[config.mk]
export PLATFORM = sky130hd
export DESIGN_NAME = cond_eval
export DESIGN_NICKNAME = d
export VERILOG_FILES = /design/src/rtl/cond_eval.sv
export SDC_FILE = /design/constraint.sdc
export NUM_CORES = 1
export LEC_CHECK = 0
export ABC_AREA = 1
export CORE_MARGIN = 4
export CORE_UTILIZATION = 50
export CTS_BUF_LIST = sky130_fd_sc_hd__clkbuf_4 sky130_fd_sc_hd__clkbuf_8
export DETAILED_ROUTE_END_ITERATION = 7
export GPL_TIMING_DRIVEN = 0
export PLACE_DENSITY = 0.9
export SLEW_MARGIN = 20
export SYNTH_ARGS = -nofsm -noshare
export SYNTH_HDL_FRONTEND = slang
export SYNTH_SLANG_ARGS = --single-unit
[constraint.sdc]
create_clock -name clk -period 2.5 [get_ports clk]
set_input_delay 0.5 -clock clk [delete_from_list [all_inputs] [get_ports clk]]
set_output_delay 0.5 -clock clk [all_outputs]
set_load 0.1 [all_outputs]
[src/rtl/cond_eval.sv]
// cond_eval: architectural flag register and condition evaluator.
// Stalls issue while flag-setting instructions are in flight. A small
// in-order FIFO records whether each in-flight flag-setter executed, so
// that flags returned for squashed instructions are discarded.
module cond_eval #(
  parameter int PENDING_MAX = 3
) (
  input  logic       clk,
  input  logic       rst_n,
  input  logic       issue_valid,
  input  logic [3:0] issue_cond,
  input  logic       issue_setflags,
  output logic       issue_ready,
  output logic       ex_valid,
  output logic       ex_pass,
  input  logic       flag_valid,
  input  logic [4:0] flag_in,
  input  logic [4:0] flag_we,
  output logic [4:0] flags_q,
  output logic [2:0] pending,
  output logic       err
);

  localparam logic [2:0] PEND_FULL = 3'(PENDING_MAX);
  localparam logic [2:0] PTR_LAST  = 3'(PENDING_MAX - 1);

  // Flag bit positions inside {EQ,N,Z,C,V}
  localparam int B_EQ = 4;
  localparam int B_N  = 3;
  localparam int B_Z  = 2;
  localparam int B_C  = 1;
  localparam int B_V  = 0;

  // Evaluate a 4-bit condition code against a flag vector
  function automatic logic eval_cond(input logic [3:0] cond, input logic [4:0] f);
    logic eq, n, z, c, v, r;
    eq = f[B_EQ];
    n  = f[B_N];
    z  = f[B_Z];
    c  = f[B_C];
    v  = f[B_V];
    case (cond)
      4'h0:    r = z;
      4'h1:    r = ~z;
      4'h2:    r = c;
      4'h3:    r = ~c;
      4'h4:    r = n;
      4'h5:    r = ~n;
      4'h6:    r = v;
      4'h7:    r = ~v;
      4'h8:    r = c & ~z;
      4'h9:    r = ~c | z;
      4'hA:    r = (n == v);
      4'hB:    r = (n != v);
      4'hC:    r = ~z & (n == v);
      4'hD:    r = z | (n != v);
      4'hE:    r = eq;
      default: r = 1'b1;
    endcase
    return r;
  endfunction

  // Circular pointer advance, wrapping at the last FIFO slot
  function automatic logic [2:0] ptr_next(input logic [2:0] p);
    return (p == PTR_LAST) ? 3'd0 : p + 3'd1;
  endfunction

  logic [PENDING_MAX-1:0] fifo_q;
  logic [2:0]             wptr_q;
  logic [2:0]             rptr_q;
  logic [2:0]             pend_q;
  logic [4:0]             flags_r;
  logic                   err_r;
  logic                   vld_p1;
  logic                   pass_p1;

  logic cond_res;
  logic stall_dep;
  logic stall_full;
  logic accept;
  logic push;
  logic pop;
  logic head;

  // Issue-side decision: conditions only read architectural flags, so any
  // in-flight flag-setter blocks non-AL instructions; the full check uses
  // the count before any pop in this cycle.
  always_comb begin
    cond_res    = eval_cond(issue_cond, flags_r);
    stall_dep   = (issue_cond != 4'hF) && (pend_q != 3'd0);
    stall_full  = issue_setflags && (pend_q == PEND_FULL);
    issue_ready = ~issue_valid | ~(stall_dep | stall_full);
    accept      = issue_valid & issue_ready;
    push        = accept & issue_setflags;
    pop         = flag_valid && (pend_q != 3'd0);
  end

  // Select the pass bit at the FIFO read pointer
  always_comb begin
    head = 1'b0;
    for (int i = 0; i < PENDING_MAX; i++) begin
      if (rptr_q == 3'(i)) head = fifo_q[i];
    end
  end

  // Pass-bit storage; emptiness is tracked by the pointers and count
  always_ff @(posedge clk) begin
    for (int i = 0; i < PENDING_MAX; i++) begin
      if (push && (wptr_q == 3'(i))) fifo_q[i] <= cond_res;
    end
  end

  // Stage p0 -> p1: execute-stage valid and condition result
  always_ff @(posedge clk or negedge rst_n) begin
    if (!rst_n) begin
      vld_p1  <= 1'b0;
      pass_p1 <= 1'b0;
    end else begin
      vld_p1  <= accept;
      pass_p1 <= accept & cond_res;
    end
  end

  // FIFO pointers and in-flight count; push and pop together leave it unchanged
  always_ff @(posedge clk or negedge rst_n) begin
    if (!rst_n) begin
      wptr_q <= 3'd0;
      rptr_q <= 3'd0;
      pend_q <= 3'd0;
    end else begin
      if (push) wptr_q <= ptr_next(wptr_q);
      if (pop)  rptr_q <= ptr_next(rptr_q);
      if (push && !pop)      pend_q <= pend_q + 3'd1;
      else if (pop && !push) pend_q <= pend_q - 3'd1;
    end
  end

  // Flag writeback from executed flag-setters; stray returns raise sticky err
  always_ff @(posedge clk or negedge rst_n) begin
    if (!rst_n) begin
      flags_r <= 5'd0;
      err_r   <= 1'b0;
    end else begin
      if (pop && head) flags_r <= (flag_we & flag_in) | (~flag_we & flags_r);
      if (flag_valid && (pend_q == 3'd0)) err_r <= 1'b1;
    end
  end

  assign ex_valid = vld_p1;
  assign ex_pass  = pass_p1;
  assign flags_q  = flags_r;
  assign pending  = pend_q;
  assign err      = err_r;

endmodule

==> reports/qor.txt <==
Final Critical Period -> 2.397 ns
Buf/Inv on CP -> 1
Critical Path Fanout Max -> 5
Final #Nets -> 211
Crit path cell chain -> clkdlybuf4s50_1
CP top delay family -> buffers and inverters
Hold Crit Class -> flip-flop to flip-flop
Outcome -> complete, no violations
CP Launch Type -> flip-flop
Sequential cell area -> 519.2 µm²
Tot GR Track Use -> 0.1785
Total CTS buffers -> 3
Net Count, Synth -> 176
Worst path slowest cell -> clkdlybuf4s50_1
Avg Synthesized Cell Area -> 7.822 µm²
Die ar. -> 3276 µm²
IO buf count -> 30
Register area share after synthesis -> 0.4252
Worst-Margin Slew -> 0.9845 ns
#FFs+latches synth -> 20
DRC viols -> 0
RSZ-0062 raised after global routing -> false
Max-cap violations -> 0
Antenna Nets Post-Route -> 0
Multi-input logic area -> 593.1 µm²
Clock Path Buffers -> 2
Most frequent cells in the layout -> nand2_1, clkdlybuf4s50_1, inv_1
TritonCTS clock tree -> built
Core Footprint -> 2255 µm²
Synth warn -> 0
GPL Wtd Cong -> 0.8550
Initial antenna violation count -> 0
Post-synth top area cell -> dfrtp_1
Final setup TNS -> 0 ns
Synth top area cells -> dfrtp_1, nand2_1, edfxtp_1, inv_1, nor2_1
Share of the synthesized area in the top cell type -> 0.3509
Avg WL per Cell -> 11.70 µm
Vias -> 1110
Fmax -> 417.2 MHz
Starting density of the core -> 0.5377
Vias in the first global route -> 1117
Post-DP HPWL -> 2111 µm
Max-slew headroom -> 0.3416
# rows -> 17
Grt ovf -> 0
Post CTS Setup Buffer Count -> 0
Post-synthesis cell area -> 1212 µm²
Power Density -> 1323 nW/µm²
Pwr Total -> 0.002100 W
Final Hold Fails -> 0
Vias per std cell -> 5.115
Area Overhead vs Synth -> 30.96%
Layout cells sized above 1 -> 0.1746
Clock sinks -> 20
DRT Wirelength -> 2538 µm
Peak supply drop -> 1.125 mV
CTS H-tree lvls -> 1
Final Max Tran Viols -> 0
Reg clk slew, reported paths -> 0.11 ns
Crit path kind -> flip-flop to output port
Largest net degree at the start of global routing -> 18
Fillers -> 187
Netlist cell types -> 28
Worst skew pair latency -> 0.30 ns
Diode count -> 0
Critical path's largest stage delay -> 1.15 ns
# setup viols final -> 0
Required time of the critical path -> 2.00 ns
Chip width -> 57.24 µm
CP endpoint kind -> output port
Lkg Pwr -> 0.7687 nW
Die Ht -> 57.24 µm
Drt first pass iters -> 4
# IOs -> 31
Clock skew -> 0.002758 ns
Clk root buf -> clkbuf_4
Cells after Synth -> 155
Initial DRC count -> 32
Fin crit share -> 0.9588
WP data arrival -> 1.90 ns
First-pass GRT wire length -> 4609 µm
Commonest non-fill, non-tap cell in the layout -> nand2_1
## area by class of cell
class,instances,area share
Tap cell,28,0.02206
Inverter,26,0.06541
Sequential cell,20,0.3270
Timing Repair Buffer,30,0.1891
Multi-Input combinational cell,109,0.3735
Clock buffer,4,0.02285
## repair_timing
action	in CTS	in global routing
hold buffers	0	0
endpoints found under the setup margin	2	2
cloned	0	0
resized for setup	6	1
pin swaps	0	0
## cell families after synthesis
family,Yosys count,share of synthesized area
AO/OA/AOI/OAI,22,0.1001
XOR/XNOR,4,0.02890
adder cells (fa/ha/maj),2,0.02683
buffers and inverters,26,0.08566
flip-flops,20,0.4252
multiplexers,1,0.009287
AND/OR/NAND/NOR,80,0.3240
## metrics by stage
stage / hold WS (ns) / setup WS [ns] / area [µm²] / util / instances
4_1_cts: 0.4802 / 0.03294 / 1585 / 0.7031 / 217
2_1_floorplan: 0.2044 / 0.1249 / 1216 / - / 155
5_1_grt: 0.4945 / 0.03808 / 1588 / 0.7042 / 217
3_3_place_gp: 0.4529 / -0.5725 / 1551 / 0.6881 / 213
3_5_place_dp: 0.4612 / -0.5903 / 1551 / 0.6881 / 213
6_report: 0.4762 / 0.1031 / 1588 / 0.7042 / 217
## cell usage after synthesis
cell and number:
a21oi_1 5, a31o_2 1, clkinv_2 1, clkinv_4 1, dfrtp_1 17, edfxtp_1 3, fa_1 1, ha_1 1
inv_1 21, inv_2 3, mux2_2 1, nand2_1 36, nand2_2 6, nand2_4 3, nand3_1 9, nand3_2 1
nand4_1 2, nor2_1 15, nor2_2 3, nor2_4 1, nor3_1 1, nor3_2 2, nor3b_1 1, o21ai_0 9
o21ai_1 5, o21ai_2 2, xnor2_1 1, xor2_1 3
## final timing paths
path / depth (start not counted) / start / slack (ns) / end
max: 1 / pending[0] / 0.10 / pending[0]
min: 1 / rptr_q[2] / 0.48 / rptr_q[2]
max reg2reg: 13 / pending[1] / 0.23 / pending[2]
min reg2reg: 1 / rptr_q[2] / 0.48 / rptr_q[2]
max in group asynchronous: 1 / rst_n / 1.31 / pending[0]
min in group asynchronous: 1 / rst_n / 0.65 / wptr_q[2]
## per-layer routing
| layer | vias up | part of all wire | track usage |
|---|---|---|---|
| li1 | 561 | - | - |
| met1 | 518 | 0.40 | 0.2020 |
| met2 | 25 | 0.53 | 0.3165 |
| met3 | 6 | 0.048 | 0.04299 |
| met4 | 0 | 0.022 | 0.07947 |
| met5 | - | 0 | 0 |
## report_power, final
group | internal, W | total, W | switching (W)
Sequential | 0.000469 | 0.000594 | 0.000125
Clock | 0.0000889 | 0.000187 | 0.0000978
Combinational | 0.000351 | 0.00132 | 0.000969
Total | 0.000909 | 0.00210 | 0.00119
Power figures use the tool's default switching activity.
